--- src/rtl/muldiv_iter.sv ---
// Iterative multiply/divide unit with HI/LO result registers.
// Radix-2 shift-add multiply and restoring divide, one step per cycle.
module muldiv_iter #(
    parameter int unsigned XLEN         = 32,
    parameter bit          DZ_QUOT_ONES = 1'b1
) (
    input  logic            clk,
    input  logic            rst,
    input  logic            start,
    input  logic [1:0]      op,
    input  logic [XLEN-1:0] rs_i,
    input  logic [XLEN-1:0] rt_i,
    input  logic            flush,
    input  logic            wr_hi,
    input  logic            wr_lo,
    input  logic [XLEN-1:0] wdata,
    input  logic            rd_sel,
    output logic [XLEN-1:0] rdata,
    output logic            busy,
    output logic            done,
    output logic            dz
);
    localparam int unsigned CNT_W = $clog2(XLEN);
    localparam int unsigned ACC_W = 2 * XLEN;

    typedef enum logic [1:0] {IDLE, CALC, FIX} state_t;

    state_t             state_q, state_d;
    logic               accept;
    logic [1:0]         op_q;
    logic [XLEN-1:0]    rs_q, rt_q;
    logic [CNT_W-1:0]   cnt_q;
    logic [ACC_W-1:0]   acc_q;
    logic [XLEN-1:0]    rem_q;
    logic [XLEN-1:0]    hi_q, lo_q;

    // Two's-complement magnitude when the operand is treated as signed.
    function automatic logic [XLEN-1:0] mag(input logic [XLEN-1:0] x, input logic sgn);
        return (sgn && x[XLEN-1]) ? (~x + XLEN'(1)) : x;
    endfunction

    always_ff @(posedge clk) begin
        if (rst) state_q <= IDLE;
        else     state_q <= state_d;
    end

    always_comb begin
        state_d = state_q;
        busy    = 1'b0;
        done    = 1'b0;
        accept  = 1'b0;
        unique case (state_q)
            IDLE: begin
                busy = start;
                if (start && !flush) begin
                    accept  = 1'b1;
                    state_d = CALC;
                end
            end
            CALC: begin
                busy = 1'b1;
                if (flush)                            state_d = IDLE;
                else if (cnt_q == CNT_W'(XLEN - 1))   state_d = FIX;
            end
            FIX: begin
                busy    = 1'b1;
                done    = !flush;
                state_d = IDLE;
            end
            default: state_d = IDLE;
        endcase
    end

    // Per-step datapath and final sign fix-up.
    logic              sgn, is_div, neg, div_zero;
    logic [XLEN-1:0]   a_mag, b_mag;
    logic [XLEN:0]     mul_sum, div_shift, div_diff;
    logic [ACC_W-1:0]  acc_step, prod;
    logic [XLEN-1:0]   rem_step, quot, rem_s, res_hi, res_lo;

    always_comb begin
        sgn       = ~op_q[0];
        is_div    = op_q[1];
        a_mag     = mag(rs_q, sgn);
        b_mag     = mag(rt_q, sgn);
        neg       = sgn & (rs_q[XLEN-1] ^ rt_q[XLEN-1]);
        div_zero  = (rt_q == '0);
        mul_sum   = {1'b0, acc_q[ACC_W-1:XLEN]} + (acc_q[0] ? {1'b0, a_mag} : '0);
        div_shift = {rem_q, acc_q[XLEN-1]};
        div_diff  = div_shift - {1'b0, b_mag};
        if (is_div) begin
            acc_step = {acc_q[ACC_W-1:XLEN], acc_q[XLEN-2:0], ~div_diff[XLEN]};
            rem_step = div_diff[XLEN] ? div_shift[XLEN-1:0] : div_diff[XLEN-1:0];
        end else begin
            acc_step = {mul_sum, acc_q[XLEN-1:1]};
            rem_step = rem_q;
        end
        prod  = neg ? (~acc_q + ACC_W'(1)) : acc_q;
        quot  = neg ? (~acc_q[XLEN-1:0] + XLEN'(1)) : acc_q[XLEN-1:0];
        rem_s = (sgn && rs_q[XLEN-1]) ? (~rem_q + XLEN'(1)) : rem_q;
        if (!is_div) begin
            res_hi = prod[ACC_W-1:XLEN];
            res_lo = prod[XLEN-1:0];
        end else if (div_zero) begin
            res_hi = rs_q;
            res_lo = DZ_QUOT_ONES ? '1 : '0;
        end else begin
            res_hi = rem_s;
            res_lo = quot;
        end
    end

    // Operand latch, iteration state, HI/LO and sticky divide-by-zero flag.
    always_ff @(posedge clk) begin
        if (rst) begin
            op_q  <= '0;
            rs_q  <= '0;
            rt_q  <= '0;
            cnt_q <= '0;
            acc_q <= '0;
            rem_q <= '0;
            hi_q  <= '0;
            lo_q  <= '0;
            dz    <= 1'b0;
        end else begin
            if (accept) begin
                op_q  <= op;
                rs_q  <= rs_i;
                rt_q  <= rt_i;
                cnt_q <= '0;
                rem_q <= '0;
                acc_q <= {XLEN'(0), op[1] ? mag(rs_i, ~op[0]) : mag(rt_i, ~op[0])};
                if (op[1]) dz <= 1'b0;
            end else if (state_q == CALC && !flush) begin
                cnt_q <= cnt_q + CNT_W'(1);
                acc_q <= acc_step;
                rem_q <= rem_step;
            end
            if (state_q == FIX && !flush) begin
                hi_q <= res_hi;
                lo_q <= res_lo;
                if (is_div && div_zero) dz <= 1'b1;
            end
            if (state_q == IDLE && !start) begin
                if (wr_hi) hi_q <= wdata;
                if (wr_lo) lo_q <= wdata;
            end
        end
    end

    assign rdata = rd_sel ? hi_q : lo_q;

endmodule
--- config.mk ---
export PLATFORM = sky130hd
export DESIGN_NAME = muldiv_iter
export DESIGN_NICKNAME = d
export VERILOG_FILES = /design/src/rtl/muldiv_iter.sv
export SDC_FILE = /design/constraint.sdc
export NUM_CORES = 1
export LEC_CHECK = 0
export ABC_CLOCK_PERIOD_IN_PS = 10500
export CAP_MARGIN = 20
export CORE_ASPECT_RATIO = 2
export CORE_MARGIN = 1
export CORE_UTILIZATION = 26
export DETAILED_ROUTE_END_ITERATION = 6
export SYNTH_ARGS = -nofsm -noshare
export SYNTH_HDL_FRONTEND = slang
export SYNTH_SLANG_ARGS = --single-unit
--- constraint.sdc ---
create_clock -name clk -period 10.5 [get_ports clk]
set_clock_uncertainty 0.15 [all_clocks]
set_input_delay 2.1 -clock clk [delete_from_list [all_inputs] [get_ports clk]]
set_output_delay 2.1 -clock clk [all_outputs]
set_load 0.05 [all_outputs]
==> flow_metrics.tcl <==
set metrics [dict create \
    status "finished with violations" \
    failed_checks "DRC" \
    tightest_slew_ns 1.11 \
    peakVddDrop_uv 116 \
    place_ws_ns 4.10 \
    fp.dieW_um 194 \
    synth_cell_types 93 \
    synthMuxAreaShare_pct 4.84 \
    synthesis.instances 2622 \
    core.rowCount 140 \
    synth.most_common_cell "nand2_1" \
    dieArea_um2 74500 \
    cts_tree "yes" \
    layout_setup_ws_ns 4.13 \
    yosys_register_bits 234 \
    drive_above_1_share_pct 6.39 \
    design.portCount 140 \
    cp.required_ns 8.25 \
    cts-root-buf "clkbuf_16" \
    clkPwrFrac_pct 35.3 \
    finalCritPeriodShare_pct 60.7 \
    rsz0062_at_grt "false" \
    hp-start "cnt_q[4]" \
    p_leak_nw 8.07 \
    numCtsBuffers 23 \
    drc 35 \
    wl_mm 84.4 \
    setup_viol 0 \
    final-hold-violation-count 0 \
    final.setup.tns_ns 0 \
    synth_largest_area_cell "dfxtp_1" \
    grt_pass1_wl_mm 122 \
    fin_cells 3587 \
    synth-xor-area-share_pct 11.6 \
    whs_ns 0.316 \
    yosys-top-cells-area "dfxtp_1, nand2_1, a21oi_1, xor2_1, xnor2_1" \
    synth.top_cell.area_share_pct 24.6 \
    grt_pass1_vias 18747 \
    reg2reg_from "rt_q[2]" \
    clkTransAtPathRegs_ns 0.07 \
    core-area_um2 72700 \
    place_inst 3539 \
    initial_core_util_pct 26.2 \
    synth_edf_count 0 \
    clock_path_buffers 3 \
    nNetsFinal 2826 \
    worstReg2RegEnd "rem_q[10]" \
    maxSlewViolCount 0 \
    cts_resized 0 \
    critPathLaunchType "primary input" \
    synth_fp_nets 2805 \
    initialDrtViolationCount 1469 \
    power_frac_comb_pct 27.5 \
    seq_area_frac_synth_pct 24.6 \
    numClockSinks 234 \
    yosysWarnings 0 \
    worstPathArrival_ns 4.12 \
    hold_end "cnt_q[4]" \
    die_h_um 385 \
    place.gp.congestion 1.01 \
    ant_nets 0 \
    io_buffers 139 \
    syn_area_um2 19100 \
    critPathCaptureType "output pin" \
    path_max_fanout 32 \
    cts.hold.buffers_added 0 \
    drt-vias-per-instance 5.49 \
    crit_type "primary input to output pin" \
    clk_latency_ns 0.59 \
    hpwl_mm 64.2 \
    worstHoldPathType "register to register" \
    ff2ff_path_depth 20 \
    overflow 0 \
    postCtsSetupBuffers 0 \
    whs_path_depth 2 \
    synth_compound_area_share_pct 25.8 \
    power_density_nw_per_um2 121 \
    post-route-min-period_ns 6.37 \
    max_clock_freq_mhz 157 \
    synthFlopType "dfxtp_1" \
    rrSetupSlack_ns 4.91 \
    yosys-top-cells-count "nand2_1, a21oi_1, nor2_1, dfxtp_1, clkbuf_1" \
    synthAdderAreaFrac_pct 5.20 \
    htree_levels 1 \
    grt_use_total_pct 22.0 \
    avgRoutedWirePerCell_um 23.5 \
    synth_top_family_by_area "compound AO/OA/AOI/OAI gates" \
    antenna_found_initial 15 \
    ys_async_sr_fraction_pct 0 \
    yosys.area_share.simple_pct 23.3 \
    internal_power_mw 1.71 \
    slew_headroom_pct 26.0 \
    area_delta_synth_final_pct 15.4 \
    syn_area_per_cell_um2 7.27 \
    grt_max_degree 70 \
    power_frac_seq_pct 37.2 \
    drv_cap 0 \
    netSwitchingPower_uw 963 \
    switching_share_pct 36.0 \
    via_count 19692 \
    drtPass1Iterations 7 \
]
-- power by group through the flow --
stage	Combinational, mW	Sequential, mW	Clock, mW
floorplan	0.497	0.973	0
global placement	0.714	1.01	0
detailed placement	0.718	1.01	0
CTS	0.721	0.988	0.957
global route	0.789	0.996	0.988
finish	0.734	0.993	0.944
-- routing by layer --
layer  GRT usage, %  up-vias  share of wire [%]
met3           3.56      216                5.9
met1           22.2     9340                 35
met2           40.1      700                 50
met4           17.9       22                9.0
li1               -     9414                  -
met5              0        -               0.15
-- placed cells by master (no fill, tap or decap), drive strengths merged, types with 16 or more instances in the layout --
cell type and count:
nand2 408, xnor2 125, clkdlybuf4s50 137, mux2 34, dfxtp 234, o21ai 146, a21oi 306, a31oi 35
nor2b 19, nand3 37, buf 39, o211ai 81, clkbuf 28, a211oi 38, ha 76, nor4 29
nand4 16, inv 42, o31ai 32, nand2b 28, or3 29, a311oi 30, or4 16, mux2i 54
xor2 127, a21o 34, nor3 66, nor2 245, and3 17
-- worst max-delay path, stage by stage --
cell and delay [ns]:
clkdlybuf4s50_1 0.45, buf_4 0.43, mux2_2 0.42, clkdlybuf4s50_1 0.71
-- registers in the layout, summed over array words and instances, names as in the netlist --
name and count:
acc_q 64, hi_q 32, lo_q 32, rem_q 32, rs_q 32, rt_q 32
cnt_q 5, op_q 2, state_q 2, dz 1
-- logic make-up after synthesis --
| family | after synthesis |
|---|---|
| buf+inv | 222 |
| mux | 88 |
| xor+xnor | 252 |
| flops | 234 |
| simple gates | 961 |
| fa+ha+maj | 78 |
| compound gates | 787 |
-- area by class of cell --
class / instances / area (µm²)
flip-flops and latches: 234 / 4690
clock buffers: 27 / 631
inverters: 41 / 154
clock inverters: 15 / 180
repair buffers: 177 / 1670
multi-input cells: 2166 / 13500
well taps: 923 / 1150
fillers: 7859 / 50700
diodes: 4 / 10.0
-- stage by stage --
stage,power (mW),util [%],instance area (µm²)
global placement,1.72,29.1,21200
detailed placement,1.73,29.1,21200
CTS,2.67,30.2,22000
floorplan,1.47,-,19100
global route,2.77,30.3,22000
finish,2.67,30.3,22000
-- worst max path at each step --
stage                     startpoint   endpoint  slack (ns)  depth (start not counted)
final                         rd_sel  rdata[30]        4.13                          4
after global routing          rd_sel  rdata[30]        4.02                          4
after CTS                     rd_sel  rdata[30]        4.10                          4
after detailed placement      rd_sel  rdata[30]        4.10                          4
after global placement        rd_sel  rdata[20]        4.12                          4
after floorplan               rd_sel  rdata[10]        5.14                          3
Note: power is estimated with default switching activity, not from simulation.
==> RTL edit 1, RTL diff (config.mk and constraints unchanged) <==
Change the parameter `XLEN` from 32 to 16.
--- a/src/rtl/muldiv_iter.sv
+++ b/src/rtl/muldiv_iter.sv
@@ -1,7 +1,7 @@
 // Iterative multiply/divide unit with HI/LO result registers.
 // Radix-2 shift-add multiply and restoring divide, one step per cycle.
 module muldiv_iter #(
-    parameter int unsigned XLEN         = 32,
+    parameter int unsigned XLEN         = 16,
     parameter bit          DZ_QUOT_ONES = 1'b1
 ) (
     input  logic            clk,
Ports: changed (resized rdata, rs_i, rt_i and wdata); port bits go from 140 to 76. No check against the original RTL was run, so the function may have changed too.
==> RTL edit 1 against the unedited design <==
  * Sequential cell count is 113 lower
  * Non-clock buffer count is 89 lower
  * Clock power is 36% lower
  * Synthesized cell count is 51% lower
  * Power is 45% lower
  * Setup slack worse by 0.31 ns
  * Design area is 50% lower
  * Global-route usage is 4.2 points lower
  * Area after synthesis is 51% lower
  * Sequential share of layout area is 0.64 points higher
  * Wire length is 62% lower
  * Critical path depth is 1 higher
==> RTL edit 1: results <==
[global_routing]
overall_routing_resource_usage = 0.179
number_of_antenna_violations_at_the_first_check_in_global_routing = 0
maximum_number_of_pins_on_one_net_before_global_route_repair = 87
via_count_of_the_first_global_routing_pass = 9274

[route]
initial_drt_pass_iterations = 5
totalWireLength_mm = 32.5

[placed_design]
detailed_place_hpwl_mm = 25.7
gp_congestion = 0.944
placed_cell_area_um2 = 10400
dp.cells = 1734
io_buffer_count = 75

[logic_synthesis]
synth_compound_area_frac = 0.248
synth_fp_nets = 1379
synth.top_cells.by_count = "nand2_1, a21oi_1, nor2_1"
xor_xnor_fraction_of_synth_area = 0.109
share_of_cell_area_taken_by_muxes_after_synthesis = 0.0483
synth_adder_area_share = 0.0618
netlist-cell-type-count = 68
synthTopCellsByArea = "dfxtp_1, a21oi_1, nand2_1, xnor2_1, ha_1"

[cts]
clk_transition_reported_paths_ns = 0.06
cts_buffers = 17
cts-root-to-sink-buffers = 2

[finish]
post_route_cells_drive_above_1_share = 0.0621
n_antenna_cell = 0
number_of_flip_flops_under_the_largest_register_name = 32

[worst_setup_path]
cpPeakStageDelay_ns = 0.90

[run_status]
run_status = "finished, final reports clean"

[power_and_ir_drop]
power.ir.vdd_worst_v = 0.000165
total_leakage_power_nw = 4.01
RTL edit 1: cell count changes after synthesis, moves of 59 or more:
cell / unedited run / this run
clkbuf_1: 147 / 62
xor2_1: 127 / 50
nor2_1: 244 / 140
dfxtp_1: 234 / 121
a21oi_1: 305 / 156
o21ai_0: 141 / 61
xnor2_1: 125 / 66
nand2_1: 407 / 176
RTL edit 1: cells by family (layout without fill, tap and decap cells):
kind of cell / after synthesis / after routing
fa+ha+maj: 45 / 45
compound gates: 375 / 375
flops: 121 / 121
xor+xnor: 116 / 116
mux: 43 / 43
simple gates: 468 / 468
buf+inv: 109 / 152
RTL edit 1: final timing paths:
check / cells after the start / slack, ns / endpoint / startpoint
worst max-delay path: 5 / 3.82 / done / flush
worst min-delay path: 2 / 0.33 / cnt_q[1] / cnt_q[1]
worst max register to register: 14 / 6.04 / rem_q[4] / rt_q[1]
worst min register to register: 2 / 0.33 / cnt_q[1] / cnt_q[1]
RTL edit 1: layout make-up:
cell class	instances	share of cell area
clock buffer	19	0.0410
timing repair buffer	88	0.0764
tap	445	0.0504
clock inverter	12	0.0130
inverter	33	0.0112
sequential	121	0.219
multi-input combinational	1047	0.588
RTL edit 1: critical path: cells and delay by family:
kind | cells | cell delay [ns]
and+or+nand+nor | 1 | 0.20
buffers and inverters | 4 | 2.10
RTL edit 1: power by group:
part	total, mW	switching [mW]	internal, mW
combinational	0.368	0.225	0.143
sequential	0.509	0.0291	0.480
clock	0.600	0.237	0.363
RTL edit 1: per-layer routing:
| metal | track usage | vias to the layer above | routed length [µm] |
|---|---|---|---|
| li1 | - | 4601 | - |
| met4 | 0.143 | 0 | 2410 |
| met5 | 0 | - | 0 |
| met1 | 0.156 | 4404 | 10900 |
| met3 | 0.0240 | 106 | 867 |
| met2 | 0.349 | 251 | 18300 |
RTL edit 1: per-stage QoR:
| stage | setup slack (ns) | power, mW | utilization | hold WS [ns] |
|---|---|---|---|---|
| 6_report | 3.82 | 1.48 | 0.314 | 0.332 |
| 2_1_floorplan | 5.05 | 0.765 | - | 0.304 |
| 3_3_place_gp | 3.89 | 0.881 | 0.297 | 0.310 |
| 4_1_cts | 3.84 | 1.48 | 0.314 | 0.332 |
| 3_5_place_dp | 3.85 | 0.883 | 0.297 | 0.323 |
| 5_1_grt | 3.73 | 1.54 | 0.314 | 0.350 |
==> RTL edit 2, RTL diff (same flow settings) <==
Made on the original files. Encoding of `state_t`: now one-hot (3 bits for 3 states).
--- a/src/rtl/muldiv_iter.sv
+++ b/src/rtl/muldiv_iter.sv
@@ -23,7 +23,7 @@
     localparam int unsigned CNT_W = $clog2(XLEN);
     localparam int unsigned ACC_W = 2 * XLEN;
 
-    typedef enum logic [1:0] {IDLE, CALC, FIX} state_t;
+    typedef enum logic [2:0] {IDLE = 3'b001, CALC = 3'b010, FIX = 3'b100} state_t;
 
     state_t             state_q, state_d;
     logic               accept;
Check against the original RTL: same outputs for any inputs over 4 cycles, from zero or initial values and one cycle with rst high; so few cycles prove little.
==> RTL edit 2 against the unedited design <==
  * Setup slack got worse by 0.50 ns
  * Power increased by 2.2%
  * Design area decreased by 0.28%
  * Clock power increased by 10%
  * First-iteration DRC count decreased by 15%
  * Core utilization increased by 0.28 points
  * The run still ends with design-rule violations left
  * Combinational power decreased by 4.0%
  * Synthesized cell count increased by 0.23%
  * Area after synthesis decreased by 0.73%
  * Sequential cell count increased by 1
  * Worst hold slack improved by 0.0083 ns
  * Wire length decreased by 5.9%
  * Critical path depth increased by 2
==> RTL edit 2: results <==
[worst_setup_path]
r2r.worst_path.cells = 18
cpPeakStageDelay_ns = 0.91
cp.arrival_ns = 4.62
critPathMaxFanout = 67
crit_path_top_delay_cell = "clkdlybuf4s50_1"
cp_top_family = "buffers and inverters"

[route]
initial_drt_pass_iterations = 7
ant_nets = 0
avgViaCountPerCell = 5.45
remaining_drc_errors = 74
met3_layer_wire_length_in_the_routed_design_mm = 3.97
route.vias.total = 19500
m1_wire_length_mm = 27.1
top_layer = "met5"
detailroute.wirelength.met2_mm = 40.5
post_drt_wl_per_cell_um = 22.2
violation_count_after_the_first_detailed_routing_iteration = 1253

[run_status]
run_status = "finished, violations left"
violated_checks = "design-rule violations"

[global_routing]
grt_most_used_layer = "met2"
grt_overflow_total = 0
overall_routing_resource_usage = 0.212
use_met2 = 0.387
maximum_number_of_pins_on_one_net_before_global_route_repair = 85
met1_demand_to_capacity_share_in_global_routing = 0.203
met3_usage = 0.0331
wire_length_of_the_first_global_routing_pass_mm = 118
via_count_of_the_first_global_routing_pass = 19000
number_of_antenna_violations_at_the_first_check_in_global_routing = 4

[cts]
clkLatencyLatePin_ns = 0.60
h-tree-depth = 1
clk_transition_reported_paths_ns = 0.07
clockRootBuffer = "clkbuf_16"
cts-root-to-sink-buffers = 3
cts-resized-gates = 0
cts_buffers = 24

[logic_synthesis]
synthTopCellsByArea = "dfxtp_1, a21oi_1, nand2_1, xnor2_1, xor2_1"
synth.top_cells.by_count = "nand2_1, a21oi_1, nor2_1"
synth_fp_nets = 2807
yosys_synthesis_warning_count = 0
sequential_cell_area_fraction_in_the_yosys_report = 0.248
netlist-cell-type-count = 93
avgSynthCellArea_um2 = 7.20

[finish]
count_of_fill_cells_added_during_filler_insertion = 7758
registers.top_by_ff_count = "acc_q"
post_route_cells_drive_above_1_share = 0.0609

[placed_design]
dp.cells = 3534
io_buffer_count = 139
gp_congestion = 1.02
detailed_place_hpwl_mm = 61.4

[sta]
fin_tns_setup_ns = 0
relative_slew_slack = 0.269

[power_and_ir_drop]
total_leakage_power_nw = 8.06
net-switching-power_mw = 0.937
power.ir.vdd_worst_v = 0.000112

[min_path]
min_path_cells = 2
hp-class = "reg2reg"
[RTL edit 2: area by class of cell]
| cell class | count | area share |
|---|---|---|
| multi-input cells | 2165 | 0.609 |
| flip-flops and latches | 235 | 0.215 |
| well taps | 916 | 0.0522 |
| inverters | 48 | 0.00821 |
| diodes | 3 | 0.000342 |
| clock inverters | 16 | 0.0133 |
| clock buffers | 27 | 0.0288 |
| repair buffers | 170 | 0.0737 |
[RTL edit 2: cell families (layout without fill, tap and decap cells)]
| kind of cell | Yosys count | after routing | share of synthesized area |
|---|---|---|---|
| flops | 235 | 235 | 0.248 |
| fa+ha+maj | 74 | 74 | 0.0497 |
| simple gates | 969 | 969 | 0.236 |
| compound gates | 791 | 791 | 0.257 |
| other cells | 0 | 3 | 0 |
| xor+xnor | 259 | 259 | 0.121 |
| mux | 72 | 72 | 0.0402 |
| buf+inv | 228 | 261 | 0.0476 |
[RTL edit 2: path summary, 6_finish.rpt]
kind,slack [ns],to,from
worst max register to register,4.94,acc_q[0],rt_q[2]
worst max-delay path,3.63,done,flush
worst min-delay path,0.32,cnt_q[4],cnt_q[4]
worst min register to register,0.32,cnt_q[4],cnt_q[4]
[RTL edit 2: through the flow]
stage	utilization	setup slack, ns	cell area [µm²]	power [mW]
2_1_floorplan	-	4.99	18900	1.44
3_3_place_gp	0.293	3.66	21000	1.69
3_5_place_dp	0.293	3.65	21000	1.69
4_1_cts	0.305	3.64	21900	2.73
5_1_grt	0.305	3.50	21900	2.83
6_report	0.306	3.63	21900	2.73
[RTL edit 2: power by group through the flow]
stage / sequential, mW / combinational (mW) / clock [mW]
floorplan: 0.971 / 0.471 / 0
CTS: 0.979 / 0.693 / 1.06
global placement: 1.00 / 0.686 / 0
detailed placement: 1.00 / 0.691 / 0
finish: 0.981 / 0.705 / 1.04
global route: 0.984 / 0.757 / 1.09
